File: src/rtl/fp_div_seq_if.sv
// Operand/result handshake bundle for fp_div_seq.
// Valid/ready: a transfer happens on a rising edge where valid and ready are both high; valid holds its payload until then.
interface fp_div_seq_if #(
  parameter int W = 16
);
  logic         in_valid;
  logic         in_ready;
  logic [W-1:0] flp_a;
  logic [W-1:0] flp_b;
  logic         out_valid;
  logic         out_ready;
  logic [W-1:0] quo;
  logic         ovf;
  logic         unf;
  logic         dz;

  modport master (
    output in_valid, flp_a, flp_b, out_ready,
    input  in_ready, out_valid, quo, ovf, unf, dz
  );

  modport slave (
    input  in_valid, flp_a, flp_b, out_ready,
    output in_ready, out_valid, quo, ovf, unf, dz
  );
endinterface

File: src/rtl/fp_div_seq.sv
// Sequential divider for the 16-bit {exp[4:0], mant[10:0]} word.
// Pre-normalizes operands, then restoring division at one quotient bit per cycle.
module fp_div_seq #(
  parameter int EXP_W = 5,
  parameter int MAN_W = 11,
  parameter int BIAS  = 15
) (
  input  logic        clk,
  input  logic        rst,
  fp_div_seq_if.slave io,
  output logic [1:0]  state_o
);
  localparam int W  = EXP_W + MAN_W;
  localparam int XW = EXP_W + 2;

  typedef enum logic [1:0] {IDLE, NORM, DIV, DONE} state_t;

  state_t           state_q;
  logic [MAN_W-1:0] ma_q, mb_q, ma_d, mb_d;
  logic [XW-1:0]    ea_q, eb_q, ea_d, eb_d;
  logic [MAN_W:0]   rem_q, rem_d;
  logic [MAN_W-1:0] rem_sub;
  logic             rem_ge;
  logic [MAN_W-1:0] q_q;
  logic [MAN_W:0]   q_d;
  logic [MAN_W-1:0] m_d;
  logic [XW:0]      e_d;
  logic             pack_ovf, pack_unf;
  logic [3:0]       cnt_q;
  logic [W-1:0]     quo_q;
  logic             ovf_q, unf_q, dz_q, out_valid_q;

  always_comb begin
    ma_d = ma_q[MAN_W-1] ? ma_q : {ma_q[MAN_W-2:0], 1'b0};
    mb_d = mb_q[MAN_W-1] ? mb_q : {mb_q[MAN_W-2:0], 1'b0};
    ea_d = ma_q[MAN_W-1] ? ea_q : ea_q - 1'b1;
    eb_d = mb_q[MAN_W-1] ? eb_q : eb_q - 1'b1;

    // Partial remainder stays below 2*divisor, so after a subtract only the low bits survive.
    rem_ge  = rem_q >= {1'b0, mb_q};
    rem_sub = rem_q[MAN_W-1:0] - mb_q;
    rem_d   = rem_ge ? {rem_sub, 1'b0} : {rem_q[MAN_W-1:0], 1'b0};
    q_d     = {q_q, rem_ge};

    m_d = q_d[MAN_W] ? q_d[MAN_W:1] : q_d[MAN_W-1:0];
    // Exponents are two's complement; one guard bit on top keeps the sum exact.
    e_d = {ea_q[XW-1], ea_q} - {eb_q[XW-1], eb_q}
        + (q_d[MAN_W] ? (XW+1)'(BIAS) : (XW+1)'(BIAS - 1));
    pack_unf = e_d[XW];
    pack_ovf = !e_d[XW] && (|e_d[XW-1:EXP_W]);
  end

  always_ff @(posedge clk or posedge rst) begin
    if (rst) begin
      state_q     <= IDLE;
      ma_q        <= '0;
      mb_q        <= '0;
      ea_q        <= '0;
      eb_q        <= '0;
      rem_q       <= '0;
      q_q         <= '0;
      cnt_q       <= '0;
      quo_q       <= '0;
      ovf_q       <= 1'b0;
      unf_q       <= 1'b0;
      dz_q        <= 1'b0;
      out_valid_q <= 1'b0;
    end else begin
      case (state_q)
        IDLE: begin
          if (io.in_valid) begin
            ma_q  <= io.flp_a[MAN_W-1:0];
            mb_q  <= io.flp_b[MAN_W-1:0];
            ea_q  <= XW'(io.flp_a[W-1:MAN_W]);
            eb_q  <= XW'(io.flp_b[W-1:MAN_W]);
            rem_q <= {1'b0, io.flp_a[MAN_W-1:0]};
            q_q   <= '0;
            cnt_q <= '0;
            if (io.flp_b == '0) begin
              quo_q       <= '1;
              dz_q        <= 1'b1;
              ovf_q       <= 1'b0;
              unf_q       <= 1'b0;
              out_valid_q <= 1'b1;
              state_q     <= DONE;
            end else if (io.flp_a == '0) begin
              quo_q       <= '0;
              dz_q        <= 1'b0;
              ovf_q       <= 1'b0;
              unf_q       <= 1'b0;
              out_valid_q <= 1'b1;
              state_q     <= DONE;
            end else if (!io.flp_a[MAN_W-1] || !io.flp_b[MAN_W-1]) begin
              state_q <= NORM;
            end else begin
              state_q <= DIV;
            end
          end
        end
        NORM: begin
          ma_q <= ma_d;
          mb_q <= mb_d;
          ea_q <= ea_d;
          eb_q <= eb_d;
          // The count bound only matters for a nonzero word whose mantissa is all zeros.
          if ((ma_d[MAN_W-1] && mb_d[MAN_W-1]) || cnt_q == 4'(MAN_W - 2)) begin
            rem_q   <= {1'b0, ma_d};
            cnt_q   <= '0;
            state_q <= DIV;
          end else begin
            cnt_q <= cnt_q + 1'b1;
          end
        end
        DIV: begin
          rem_q <= rem_d;
          q_q   <= q_d[MAN_W-1:0];
          if (cnt_q == 4'(MAN_W)) begin
            cnt_q       <= '0;
            out_valid_q <= 1'b1;
            dz_q        <= 1'b0;
            state_q     <= DONE;
            if (pack_ovf) begin
              quo_q <= '1;
              ovf_q <= 1'b1;
              unf_q <= 1'b0;
            end else if (pack_unf) begin
              quo_q <= '0;
              ovf_q <= 1'b0;
              unf_q <= 1'b1;
            end else begin
              quo_q <= {e_d[EXP_W-1:0], m_d};
              ovf_q <= 1'b0;
              unf_q <= 1'b0;
            end
          end else begin
            cnt_q <= cnt_q + 1'b1;
          end
        end
        DONE: begin
          if (io.out_ready) begin
            out_valid_q <= 1'b0;
            state_q     <= IDLE;
          end
        end
        default: state_q <= IDLE;
      endcase
    end
  end

  assign io.in_ready  = (state_q == IDLE);
  assign io.out_valid = out_valid_q;
  assign io.quo       = quo_q;
  assign io.ovf       = ovf_q;
  assign io.unf       = unf_q;
  assign io.dz        = dz_q;
  assign state_o      = state_q;
endmodule
File: src/flat_wrapper.sv
// flat-port wrapper written by rule: the top's interface ports become plain ports
module fp_div_seq_flat 
#(
  parameter int EXP_W = 5,
  parameter int MAN_W = 11,
  parameter int BIAS  = 15
)
  (clk, rst, state_o, io_in_valid, io_flp_a, io_flp_b, io_out_ready, io_in_ready, io_out_valid, io_quo, io_ovf, io_unf, io_dz);
  fp_div_seq_if io_i ();
  input  logic clk;
  input  logic rst;
  output logic [1:0] state_o;
  input wire logic [$bits(io_i.in_valid)-1:0] io_in_valid;
  input wire logic [$bits(io_i.flp_a)-1:0] io_flp_a;
  input wire logic [$bits(io_i.flp_b)-1:0] io_flp_b;
  input wire logic [$bits(io_i.out_ready)-1:0] io_out_ready;
  output wire logic [$bits(io_i.in_ready)-1:0] io_in_ready;
  output wire logic [$bits(io_i.out_valid)-1:0] io_out_valid;
  output wire logic [$bits(io_i.quo)-1:0] io_quo;
  output wire logic [$bits(io_i.ovf)-1:0] io_ovf;
  output wire logic [$bits(io_i.unf)-1:0] io_unf;
  output wire logic [$bits(io_i.dz)-1:0] io_dz;
  assign io_i.in_valid = io_in_valid;
  assign io_i.flp_a = io_flp_a;
  assign io_i.flp_b = io_flp_b;
  assign io_i.out_ready = io_out_ready;
  assign io_in_ready = io_i.in_ready;
  assign io_out_valid = io_i.out_valid;
  assign io_quo = io_i.quo;
  assign io_ovf = io_i.ovf;
  assign io_unf = io_i.unf;
  assign io_dz = io_i.dz;
  fp_div_seq #(.EXP_W(EXP_W), .MAN_W(MAN_W), .BIAS(BIAS)) u_core (.clk(clk), .rst(rst), .io(io_i), .state_o(state_o));
endmodule
File: config.mk
export PLATFORM = sky130hd
export DESIGN_NAME = fp_div_seq_flat
export DESIGN_NICKNAME = d
export VERILOG_FILES = /design/src/rtl/fp_div_seq_if.sv /design/src/rtl/fp_div_seq.sv /design/src/flat_wrapper.sv
export SDC_FILE = /design/constraint.sdc
export NUM_CORES = 1
export LEC_CHECK = 0
export ABC_AREA = 1
export CAP_MARGIN = 20
export CORE_AREA = 2 2 103 105
export DETAILED_ROUTE_END_ITERATION = 10
export DIE_AREA = 0 0 105 107
export PLACE_DENSITY_LB_ADDON = 0.1
export SETUP_SLACK_MARGIN = 0.4
export SLEW_MARGIN = 10
export SYNTH_ARGS = -nofsm -noshare
export SYNTH_HDL_FRONTEND = slang
export SYNTH_SLANG_ARGS = --single-unit
File: constraint.sdc
create_clock -name clk -period 3.62 [get_ports clk]
set_input_delay 0.905 -clock clk [delete_from_list [all_inputs] [get_ports clk]]
set_output_delay 0.905 -clock clk [all_outputs]
set_load 0.02 [all_outputs]
# Word level (Yosys, flattened, before mapping)
# Cells that the tools add are included.
dict set report word_totals {
  reg_bits 85
  input_bits 36
  wordCells 116
}
dict set report op_classes {
  n_reduce_logical 24
  n_addsub 6
  order_cmp 1
  mux 59
  n_eq_ne 12
}
# op n
set op_table {}
lappend op_table {{$mux 16} 6}
lappend op_table {{$mux 11} 6}
lappend op_table {{$pmux 11 s2} 3}
lappend op_table {{$mux 12} 3}
lappend op_table {{$pmux 12 s3} 1}
lappend op_table {{$logic_not 16->1} 2}
lappend op_table {{$pmux 16 s2} 1}
lappend op_table {{$mux 7} 4}
lappend op_table {{$pmux 7 s2} 2}
lappend op_table {{$mux 1} 17}
lappend op_table {{$mux 2} 7}
lappend op_table {{$sub 7x1->7 const B} 2}
lappend op_table {{$ge 12x11->1} 1}
lappend op_table {{$mux 4} 3}
lappend op_table {{$pmux 4 s3} 1}
lappend op_table {{$sub 11x11->11} 1}
lappend op_table {{$reduce_and 3->1} 3}
lappend op_table {{$add 8x8->8} 1}
lappend op_table {{$eq 4x4->1 const B} 2}
lappend op_table {{$ne 2x2->1 const B} 4}
lappend op_table {{$pmux 2 s4} 1}
lappend op_table {{$reduce_and 4->1} 2}
lappend op_table {{$sub 7x7->8} 1}
lappend op_table {{$pmux 1 s2} 3}
lappend op_table {{other kinds (15)} 25}

# Longest topological paths before layout
# Gate-level depths: netlist of the first run.
dict set report logic_depth {
  depth_word 7
  ltp_mapped 15
}

# Worst setup path before layout of the first run
# OpenSTA, ideal clock, no wires.
dict set report synth_path {
  path_type {register to register}
  from {reg u_core.ea_q[0]}
  to {reg u_core.quo_q[1], in the netlist u_core.io.quo[1]}
  slack_ns 1.329
  synth_period_minus_slack_ns 2.291
  stages_incl_launch_ff 14
  n_path_buf 1
  arrival_ns 2.172
  path_cell_list {dfrtp_1 -> inv_1 -> ha_1 -> inv_1 -> ha_1 -> fa_1 -> nand4_1 -> nand3_1 -> xor2_1 -> nor2_2 -> buf_4 -> nand2_1 -> nand2_1 -> nand2_1}
}
dict set report synth_between {
  elab_chain_len 7
  word_cells_on_any_way 9
  classes_between {2 x add/sub; 4 x mux; 3 x reduce/logical}
}
# item line_no
set synth_lines {}
lappend synth_lines {{start, declared} fp_div_seq.sv:20} ;# logic [XW-1:0] ea_q, eb_q, ea_d, eb_d;
lappend synth_lines {{start signal, assigned} fp_div_seq.sv:74} ;# ea_q <= XW'(io.flp_a[W-1:MAN_W]);
lappend synth_lines {{$sub 7x7->8 *} fp_div_seq.sv:47} ;# e_d = {ea_q[XW-1], ea_q} - {eb_q[XW-1], eb_q}
lappend synth_lines {{$add 8x8->8 *} fp_div_seq.sv:48} ;# + (q_d[MAN_W] ? (XW+1)'(BIAS) : (XW+1)'(BIAS - 1));
lappend synth_lines {{$reduce_or 2->1 / $logic_not 1->1 (equally long branches)} fp_div_seq.sv:50} ;# pack_ovf = !e_d[XW] && (|e_d[XW-1:EXP_W]);
lappend synth_lines {{$logic_and 1x1->1} fp_div_seq.sv:50}
lappend synth_lines {{$mux 16 *} fp_div_seq.sv:122} ;# if (pack_ovf) begin
lappend synth_lines {{$mux 16 *} fp_div_seq.sv:117} ;# if (cnt_q == 4'(MAN_W)) begin
lappend synth_lines {{$pmux 16 s2 *} fp_div_seq.sv:69} ;# case (state_q)
lappend synth_lines {{end signal, assigned} fp_div_seq.sv:131} ;# quo_q <= {e_d[EXP_W-1:0], m_d};
lappend synth_lines {{end, declared} fp_div_seq.sv:30} ;# logic [W-1:0] quo_q;
# Mark *: on every way between the ends. The rest lies on a longest branch, timed or not. The select of a mux whose other input is x is not followed.
# A chain may end at the register's enable or synchronous reset.

# Worst setup path after layout of the first run
dict set report layout_path {
  from {reg u_core.state_q[0], in the netlist u_core.state_o[0]}
  to {out io_in_ready}
}
dict set report layout_between {
  elab_chain_len 1
}
# item line_no
set layout_lines {}
lappend layout_lines {{start, declared} fp_div_seq.sv:18} ;# state_t state_q;
lappend layout_lines {{start signal, assigned} fp_div_seq.sv:55} ;# state_q <= IDLE;
lappend layout_lines {{start signal, assigned} fp_div_seq.sv:85} ;# state_q <= DONE;
lappend layout_lines {{start signal, assigned} fp_div_seq.sv:92} ;# state_q <= DONE;
lappend layout_lines {{$logic_not 2->1} fp_div_seq.sv:150} ;# assign io.in_ready = (state_q == IDLE);
lappend layout_lines {{end, declared} flat_wrapper.sv:17} ;# output wire logic [$bits(io_i.in_ready)-1:0] io_in_ready;
# No other way between the ends.

==> results_dict.tcl, run 1 <==
set metrics [dict create \
    grt-ovfl-total 0 \
    post_cts_resized 0 \
    grt_pass1_wl_mm 24.2 \
    status "completed" \
    start_util_pct 56.7 \
    hold_violations 0 \
    root_buffer "clkbuf_8" \
    start_kind "register" \
    max-cap-violations 0 \
    finClkSkew_ns 0.0104 \
    place_hpwl_mm 11.1 \
    yosysWarnings 0 \
    drtPass1Iterations 5 \
    arrival_ns 1.91 \
    required_ns 2.71 \
    drc 0 \
    antennaDiodeCount 0 \
    synth_ff_type "dfrtp_1" \
    cts_tree "done" \
    cts.hold.buffers_added 0 \
    dr.first_iter.drc_count 346 \
    numCtsBuffers 9 \
    r2r-start "u_core.ea_q[0]$_DFFE_PP0P_" \
    grt_util_all_layers_pct 26.7 \
    grt_max_degree 43 \
    layout.nets 914 \
    clock.fmax_mhz 355 \
    netlist-cell-type-count 40 \
    ant_nets 0 \
    rr_worst_depth 12 \
    whs_path_depth 1 \
    die_y_um 107 \
    rows 37 \
    endpoint_kind "output pin" \
    finalMaxSlewViolations 0 \
    post_cts_buffers 0 \
    utilization_pct 65.6 \
    r2r-end "u_core.io.quo[12]$_DFFE_PP0P_" \
    avgSynthCellArea_sq_um 7.24 \
    antenna_found_initial 0 \
    wl_per_cell_um 14.7 \
    die-area_sq_um 11200 \
    layout-drive-gt1-share_pct 4.96 \
    hp-start "u_core.io.dz$_DFFE_PP0P_" \
    finalSetupViolCount 0 \
    htreeDepth 3 \
    r2r_slack_ns 0.94 \
    hold_path_class "reg2reg" \
    synth_cells 790 \
    async_flop_share_pct 100 \
    syn2layout_area_growth_pct 15.7 \
    finalSetupTns_ns 0 \
    netlist_area_sq_um 5720 \
    synth_edf_count 0 \
    gp_congestion 0.892 \
    cts.sinks 85 \
    first_global_vias 5211 \
    routed_via_density 5.46 \
    drt-total-wl_mm 14.4 \
    die_w_um 105 \
    max_slew.worst_pin.slew_ns 0.752 \
    layout_commonest_cell "nand2_1" \
    cts_buffer_depth 2 \
    seq_area_frac_synth_pct 37.2 \
    io_pins 59 \
    core_area_sq_um 10100 \
    clkLatencyLatePin_ns 0.37 \
    hold_end "u_core.io.dz$_DFFE_PP0P_" \
    vias 5361 \
    cts.clk_slew.worst_paths_ns 0.10 \
    portBuffers 58 \
    period_minus_slack_ns 2.81 \
    worst-setup-path-type "reg2out" \
    synth_nets 863 \
    relSlewSlack_pct 49.8 \
    layout_common_cells "nand2_1 (206), inv_1 (126), dfrtp_1 (85)" \
    rsz0062_at_grt "false" \
    post-route-period-util_pct 77.7 \
    yosys_register_bits 85 \
    crit_path_max_fanout 5 \
]
critical path, stage by stage (launching register included):
cell and delay, ns:
dfrtp_1 0.44, inv_1 0.15, ha_1 0.31, clkdlybuf4s50_1 0.65
worst max path at each step:
| stage | cells past startpoint | end | startpoint |
|---|---|---|---|
| after floorplan | 1 | u_core.cnt_q[0]$_DFFE_PP0P_ | rst |
| after global placement | 9 | u_core.ea_q[5]$_DFFE_PP0P_ | io_in_valid |
| after detailed placement | 9 | u_core.ea_q[5]$_DFFE_PP0P_ | io_in_valid |
| after CTS | 3 | io_in_ready | u_core.state_o[0]$_DFFE_PP0P_ |
| after global routing | 12 | u_core.io.quo[12]$_DFFE_PP0P_ | u_core.ea_q[0]$_DFFE_PP0P_ |
| final | 3 | io_in_ready | u_core.state_o[0]$_DFFE_PP0P_ |
metal layers:
layer  vias to the layer above  routed length, um  GRT usage [%]
met5                         -                  0              0
met4                         0                453           10.5
met3                        36                602           4.74
met2                       159               7110           46.3
met1                      2474               6260           33.1
li1                       2692                  -              -
per-stage QoR:
stage | cells | setup slack, ns | cell area [sq um] | hold slack, ns
floorplan | 790 | 0.522 | 5720 | 0.458
CTS | 982 | 0.780 | 6620 | 0.497
global route | 982 | 0.673 | 6620 | 0.520
finish | 982 | 0.806 | 6620 | 0.493
detailed placement | 966 | 0.718 | 6400 | 0.472
global placement | 966 | 0.788 | 6400 | 0.464
cells by family (layout without fill, tap and decap cells):
group,after synthesis,after routing,synth area share [%]
xor gates and xnor gates,10,10,1.53
AOI/OAI and AO/OA,164,164,16.5
buffers and inverters,162,218,11.4
DFF,85,85,37.2
and+or+nand+nor,332,332,25.1
adders and majority gates,37,37,8.35
area by class of cell:
| class | count | area [sq um] |
|---|---|---|
| Multi-Input combinational cell | 543 | 2950 |
| Clock inverter | 7 | 91.3 |
| Sequential cell | 85 | 2130 |
| Tap cell | 136 | 170 |
| Fill cell | 919 | 3470 |
| Clock buffer | 9 | 124 |
| Inverter | 137 | 515 |
| Timing Repair Buffer | 65 | 646 |
synth_stat cells, drive strengths merged, types with 5 or more instances:
library cell  instances  area share (%)
o21ai                59             5.3
nor2                 46             3.5
clkinv                5            0.33
a21oi                51             4.5
o221ai                7             1.1
nor3                  9            0.79
buf                  10             1.4
inv                 132             8.7
o22ai                28             3.1
ha                   35             7.7
dfrtp                85              37
nand2               206              14
nand3                45             4.1
xnor2                 6            0.92
clkbuf               15            0.98
nand4                20             2.2
flip-flops by register name (all words and copies together), names as in the netlist:
signal / cells
u_core.io.dz: 1
u_core.cnt_q: 4
u_core.io.out_valid: 1
u_core.state_o: 2
u_core.io.ovf: 1
u_core.q_q: 11
u_core.io.quo: 16
u_core.mb_q: 11
u_core.ea_q: 7
u_core.io.unf: 1
u_core.rem_q: 12
u_core.eb_q: 7
u_core.ma_q: 11
Power of run 1 is left out: the tool's default activity adds up to more than one toggle a clock period on the data nets, which glitch-free logic cannot reach.
==> run 2, diff against run 1 <==
==> constraint.sdc (replaced) <==
create_clock -name clk -period 2.6 [get_ports clk]
set_input_delay 0.65 -clock clk [delete_from_list [all_inputs] [get_ports clk]]
set_output_delay 0.65 -clock clk [all_outputs]
set_load 0.02 [all_outputs]
==> run 2 against run 1 <==
Net effect: non-clock buffer count rose by 26; routed wire length is 1.9% higher; clock skew grew 0.0037 ns; die area did not move; worst hold slack got worse by 0.0024 ns; register-to-register slack lost 0.63 ns; critical endpoint is now u_core.io.quo[10]$_DFFE_PP0P_.
==> results_dict.tcl, run 2 (synthesis results as in run 1) <==
set metrics [dict create \
    cts_buffer_depth 2 \
    core_area_sq_um 10100 \
    worstPathCellList "inv_2, ha_4, inv_2, ha_4, fa_2, nand4_1, nand3_2, xor2_2, nor2_4, buf_6, nand3_2, nand2_1, nand2_1" \
    hold_slack_ns 0.491 \
    routed_via_density 5.42 \
    cts.hold.buffers_added 0 \
    max_slew.worst_pin.slew_ns 0.610 \
    required_ns 2.86 \
    layout-drive-gt1-share_pct 13.2 \
    crit_slowest_cell "dfrtp_1" \
    r2r-start "u_core.ea_q[0]$_DFFE_PP0P_" \
    rr_worst_depth 13 \
    cts.clk_slew.worst_paths_ns 0.09 \
    place_ws_ns 0.144 \
    root_buffer "clkbuf_8" \
    max-cap-violations 0 \
    first_global_vias 5480 \
    die_w_um 105 \
    place_hpwl_mm 10.8 \
    finalMaxSlewViolations 0 \
    hold_path_class "reg2reg" \
    drc 0 \
    status "completed" \
    drt-total-wl_mm 14.7 \
    drtPass1Iterations 5 \
    setup_ws_ns 0.309 \
    grt_util_all_layers_pct 27.5 \
    multi_input_area_sq_um 3150 \
    largest_register_ffs 16 \
    die-area_sq_um 11200 \
    arrival_ns 2.55 \
    ant_nets 0 \
    vias 5460 \
    relSlewSlack_pct 59.0 \
    endpoint_kind "register" \
    portBuffers 58 \
    grt_max_degree 86 \
    finalSetupViolCount 0 \
    crit_start "u_core.ea_q[0]$_DFFE_PP0P_" \
    htreeDepth 3 \
    finClkSkew_ns 0.0141 \
    io_pins 59 \
    r2r-end "u_core.io.quo[10]$_DFFE_PP0P_" \
    die_y_um 107 \
    antennaDiodeCount 0 \
    antenna_found_initial 0 \
    dpl.cell_count 979 \
    cts_tree "done" \
    start_kind "register" \
    cts.sinks 85 \
    regArea_sq_um 2130 \
    crit_path_max_fanout 5 \
    post-route-period-util_pct 88.1 \
    r2r_slack_ns 0.31 \
    worst-setup-path-type "reg2reg" \
    clkLatencyLatePin_ns 0.38 \
    numCtsBuffers 9 \
    dr.first_iter.drc_count 333 \
    layout_commonest_cell "nand2_1" \
    start_util_pct 56.7 \
    rsz0062_at_grt "true" \
    layout.nets 940 \
    finalSetupTns_ns 0 \
    syn2layout_area_growth_pct 23.0 \
    num-fill-cells 876 \
    grt-ovfl-total 0 \
    period_minus_slack_ns 2.29 \
    grt_pass1_wl_mm 24.7 \
    instances_no_fill 1008 \
    clock.fmax_mhz 436 \
    hold_violations 0 \
    layout_common_cells "nand2_1 (195), inv_1 (119), dfrtp_1 (82)" \
    gp_congestion 0.902 \
    max_stage_delay_ns 0.40 \
    rows 37 \
    wl_per_cell_um 14.6 \
    crit_path_end "u_core.io.quo[10]$_DFFE_PP0P_" \
]
==> run 2: cell count changes in the layout (fill, tap and decap cells not counted), sizes merged <==
| cell | previous run | this run |
|---|---|---|
| buf | 7 | 33 |
| clkinvlp | 1 | 2 |
| clkdlybuf4s15 | 0 | 1 |
| bufinv | 1 | 0 |
| clkdlybuf4s50 | 58 | 57 |
==> run 2: per-stage QoR <==
step                      cell area (sq um)  utilization, %
after floorplan                        5750               -
after detailed placement               6560            65.0
after CTS                              6900            68.4
after global routing                   7040            69.8
final                                  7040            69.8
after global placement                 6560            65.0
==> run 2: worst min path at each step <==
stage | from | end | slack (ns) | cells after the start
5_1_grt | u_core.io.quo[8]$_DFFE_PP0P_ | u_core.io.quo[8]$_DFFE_PP0P_ | 0.52 | 2
4_1_cts | u_core.io.out_valid$_DFFE_PP0P_ | u_core.io.out_valid$_DFFE_PP0P_ | 0.50 | 2
3_3_place_gp | u_core.io.ovf$_DFFE_PP0P_ | u_core.io.ovf$_DFFE_PP0P_ | 0.46 | 2
2_1_floorplan | u_core.eb_q[5]$_DFFE_PP0P_ | u_core.eb_q[5]$_DFFE_PP0P_ | 0.46 | 1
6_report | u_core.io.out_valid$_DFFE_PP0P_ | u_core.io.out_valid$_DFFE_PP0P_ | 0.49 | 2
3_5_place_dp | u_core.io.out_valid$_DFFE_PP0P_ | u_core.io.out_valid$_DFFE_PP0P_ | 0.47 | 2
==> run 2: final cells by class <==
class | count | area share [%]
clock buffer | 9 | 1.76
clock inverter | 7 | 0.693
inverter | 137 | 7.36
multi-input combinational | 543 | 44.7
sequential | 85 | 30.3
tap | 136 | 2.42
timing repair buffer | 91 | 12.8
==> run 2: routing by layer <==
layer | vias to the layer above | GRT usage (%) | part of all wire (%) | routed length, um
li1 | 2734 | - | - | -
met1 | 2549 | 31.4 | 42 | 6120
met2 | 134 | 48.9 | 51 | 7470
met3 | 43 | 4.13 | 3.4 | 504
met4 | 0 | 16.3 | 4.0 | 592
met5 | - | 0 | 0 | 0
==> run 2: what timing repair did <==
action	in CTS	in global routing
cloned	2	1
gates resized for setup	21	38
pin swaps	6	15
buffers inserted	8	2
setup endpoints to repair	29	53
==> run 2: critical path: cells and delay by family, from the launching register on <==
kind / cells / cell delay, ns
adders and majority gates: 3 / 0.79
and+or+nand+nor: 6 / 0.56
DFF: 1 / 0.40
buffers and inverters: 3 / 0.27
xor gates and xnor gates: 1 / 0.18
Power of run 2 is left out for the same reason.
==> run 3, diff against run 2 <==
--- a/config.mk
+++ b/config.mk
@@ -7,11 +7,12 @@
 export LEC_CHECK = 0
 export ABC_AREA = 1
 export CAP_MARGIN = 20
-export CORE_AREA = 2 2 103 105
+export CORE_AREA = 2 2 96 121
 export DETAILED_ROUTE_END_ITERATION = 10
-export DIE_AREA = 0 0 105 107
+export DIE_AREA = 0 0 98 123
 export PLACE_DENSITY_LB_ADDON = 0.1
 export SETUP_SLACK_MARGIN = 0.4
+export SKIP_CTS_REPAIR_TIMING = 1
 export SLEW_MARGIN = 10
 export SYNTH_ARGS = -nofsm -noshare
 export SYNTH_HDL_FRONTEND = slang
==> run 3 against run 2 <==
Net effect: worst setup slack improved by 0.051 ns; sequential cell count unchanged; critical path type unchanged; register-to-register slack better by 0.05 ns; highest routed layer unchanged; routed wire length increased by 2.7%; non-clock buffer count shrank 3; final cell count shrank 0.40%; clock-buffer cell count grew 1.
==> results_dict.tcl, run 3 (synthesis results as in run 1) <==
set metrics [dict create \
    status "completed" \
    r2r_slack_ns 0.36 \
    portBuffers 58 \
    num-fill-cells 963 \
    drt-total-wl_mm 15.1 \
    core_area_sq_um 10900 \
    wl_per_cell_um 15.0 \
    r2r-start "u_core.eb_q[0]$_DFFE_PP0P_" \
    max-cap-violations 0 \
    arrival_ns 2.47 \
    grt_max_degree 86 \
    top_layer "met4" \
    clkLatencyLatePin_ns 0.35 \
    drc 0 \
    layout.nets 937 \
    clock.fmax_mhz 446 \
    antennaDiodeCount 0 \
    finalMaxSlewViolations 0 \
    die-area_sq_um 12100 \
    worst-setup-path-type "reg2reg" \
    htreeDepth 3 \
    hold_violations 0 \
    die_y_um 123 \
    max_slew.worst_pin.slew_ns 0.605 \
    met2_length_mm 8.04 \
    drt-met1-wl_mm 6.00 \
    routed_via_density 5.50 \
    dr.first_iter.drc_count 316 \
    period_minus_slack_ns 2.24 \
    start_util_pct 52.4 \
    layout_common_cells "nand2_1 (199), inv_1 (121), dfrtp_1 (83)" \
    post-route-period-util_pct 86.1 \
    relSlewSlack_pct 59.3 \
    hold_end "u_core.io.dz$_DFFE_PP0P_" \
    die_w_um 98 \
    place_hpwl_mm 10.8 \
    rows 43 \
    cts_tree "done" \
    antenna_found_initial 0 \
    ant_nets 0 \
    grt_util_all_layers_pct 24.8 \
    cts.clk_slew.worst_paths_ns 0.07 \
    root_buffer "clkbuf_16" \
    start_kind "register" \
    io_pins 59 \
    whs_path_depth 1 \
    first_global_vias 5324 \
    wl_met3_um 521 \
    rsz0062_at_grt "true" \
    endpoint_kind "register" \
    finalSetupViolCount 0 \
    hold_path_class "reg2reg" \
    finClkSkew_ns 0.0113 \
    place_ws_ns 0.0572 \
    required_ns 2.83 \
    layout-drive-gt1-share_pct 11.4 \
    syn2layout_area_growth_pct 24.2 \
    grt_pass1_wl_mm 24.2 \
    cts_buffer_depth 2 \
    grt-ovfl-total 0 \
    numCtsBuffers 9 \
    setup_ws_ns 0.360 \
    largest_register_ffs 16 \
    crit_path_max_fanout 4 \
    rr_worst_depth 12 \
    drtPass1Iterations 5 \
    hp-start "u_core.io.dz$_DFFE_PP0P_" \
    r2r-end "u_core.io.quo[7]$_DFFE_PP0P_" \
    vias 5525 \
    layout_commonest_cell "nand2_1" \
    cts.sinks 85 \
    gp_congestion 0.906 \
    finalSetupTns_ns 0 \
]
[run 3: cell count changes in the layout (fill, tap and decap cells not counted), moves of 3 or more]
cell / change
clkbuf_16: +9
clkbuf_8: -9
inv_2: -4
nand2_1: +4
nand2_2: -4
nor2_2: -3
o21ai_1: +3
[run 3: layer usage]
layer  GRT usage (%)  vias to the layer above
met5               0                        -
met1            27.7                     2605
met4            12.1                        0
met2            46.5                      140
li1                -                     2742
met3            3.05                       38
[run 3: layout make-up]
cell class | instances | area, sq um | area share (%)
clock buffer | 10 | 229 | 3.22
clock inverter | 6 | 68.8 | 0.968
inverter | 137 | 524 | 7.37
multi-input combinational | 543 | 3140 | 44.2
sequential | 85 | 2130 | 30.0
tap | 135 | 169 | 2.38
timing repair buffer | 88 | 850 | 12.0
[run 3: worst max-delay path: stages, from the launching register on]
cell and delay (ns):
dfrtp_1 0.43, ha_4 0.29, inv_2 0.04, ha_4 0.16, fa_2 0.37, nand4_1 0.11
nand3_2 0.10, xor2_2 0.17, nor2_4 0.14, buf_6 0.16, nand2_2 0.05, nand2_1 0.05
nand2_1 0.05
[run 3: how the worst max path moves through the flow]
stage | startpoint | endpoint | cells after the start
finish | u_core.eb_q[0]$_DFFE_PP0P_ | u_core.io.quo[7]$_DFFE_PP0P_ | 12
global route | u_core.eb_q[0]$_DFFE_PP0P_ | u_core.io.quo[6]$_DFFE_PP0P_ | 12
CTS | u_core.state_o[0]$_DFFE_PP0P_ | io_in_ready | 3
detailed placement | io_flp_b[10] | u_core.io.quo[8]$_DFFE_PP0P_ | 12
global placement | io_flp_b[10] | u_core.io.quo[3]$_DFFE_PP0P_ | 12
floorplan | u_core.ea_q[0]$_DFFE_PP0P_ | u_core.io.quo[1]$_DFFE_PP0P_ | 13
[run 3: per-stage QoR]
| stage | std cells | hold slack (ns) | cell area (sq um) | util [%] |
|---|---|---|---|---|
| floorplan | 790 | 0.458 | 5750 | - |
| global placement | 978 | 0.462 | 6520 | 59.7 |
| detailed placement | 978 | 0.468 | 6520 | 59.7 |
| CTS | 994 | 0.484 | 6820 | 62.4 |
| global route | 1004 | 0.500 | 7110 | 65.1 |
| finish | 1004 | 0.480 | 7110 | 65.1 |
Power of run 3 is left out for the same reason.
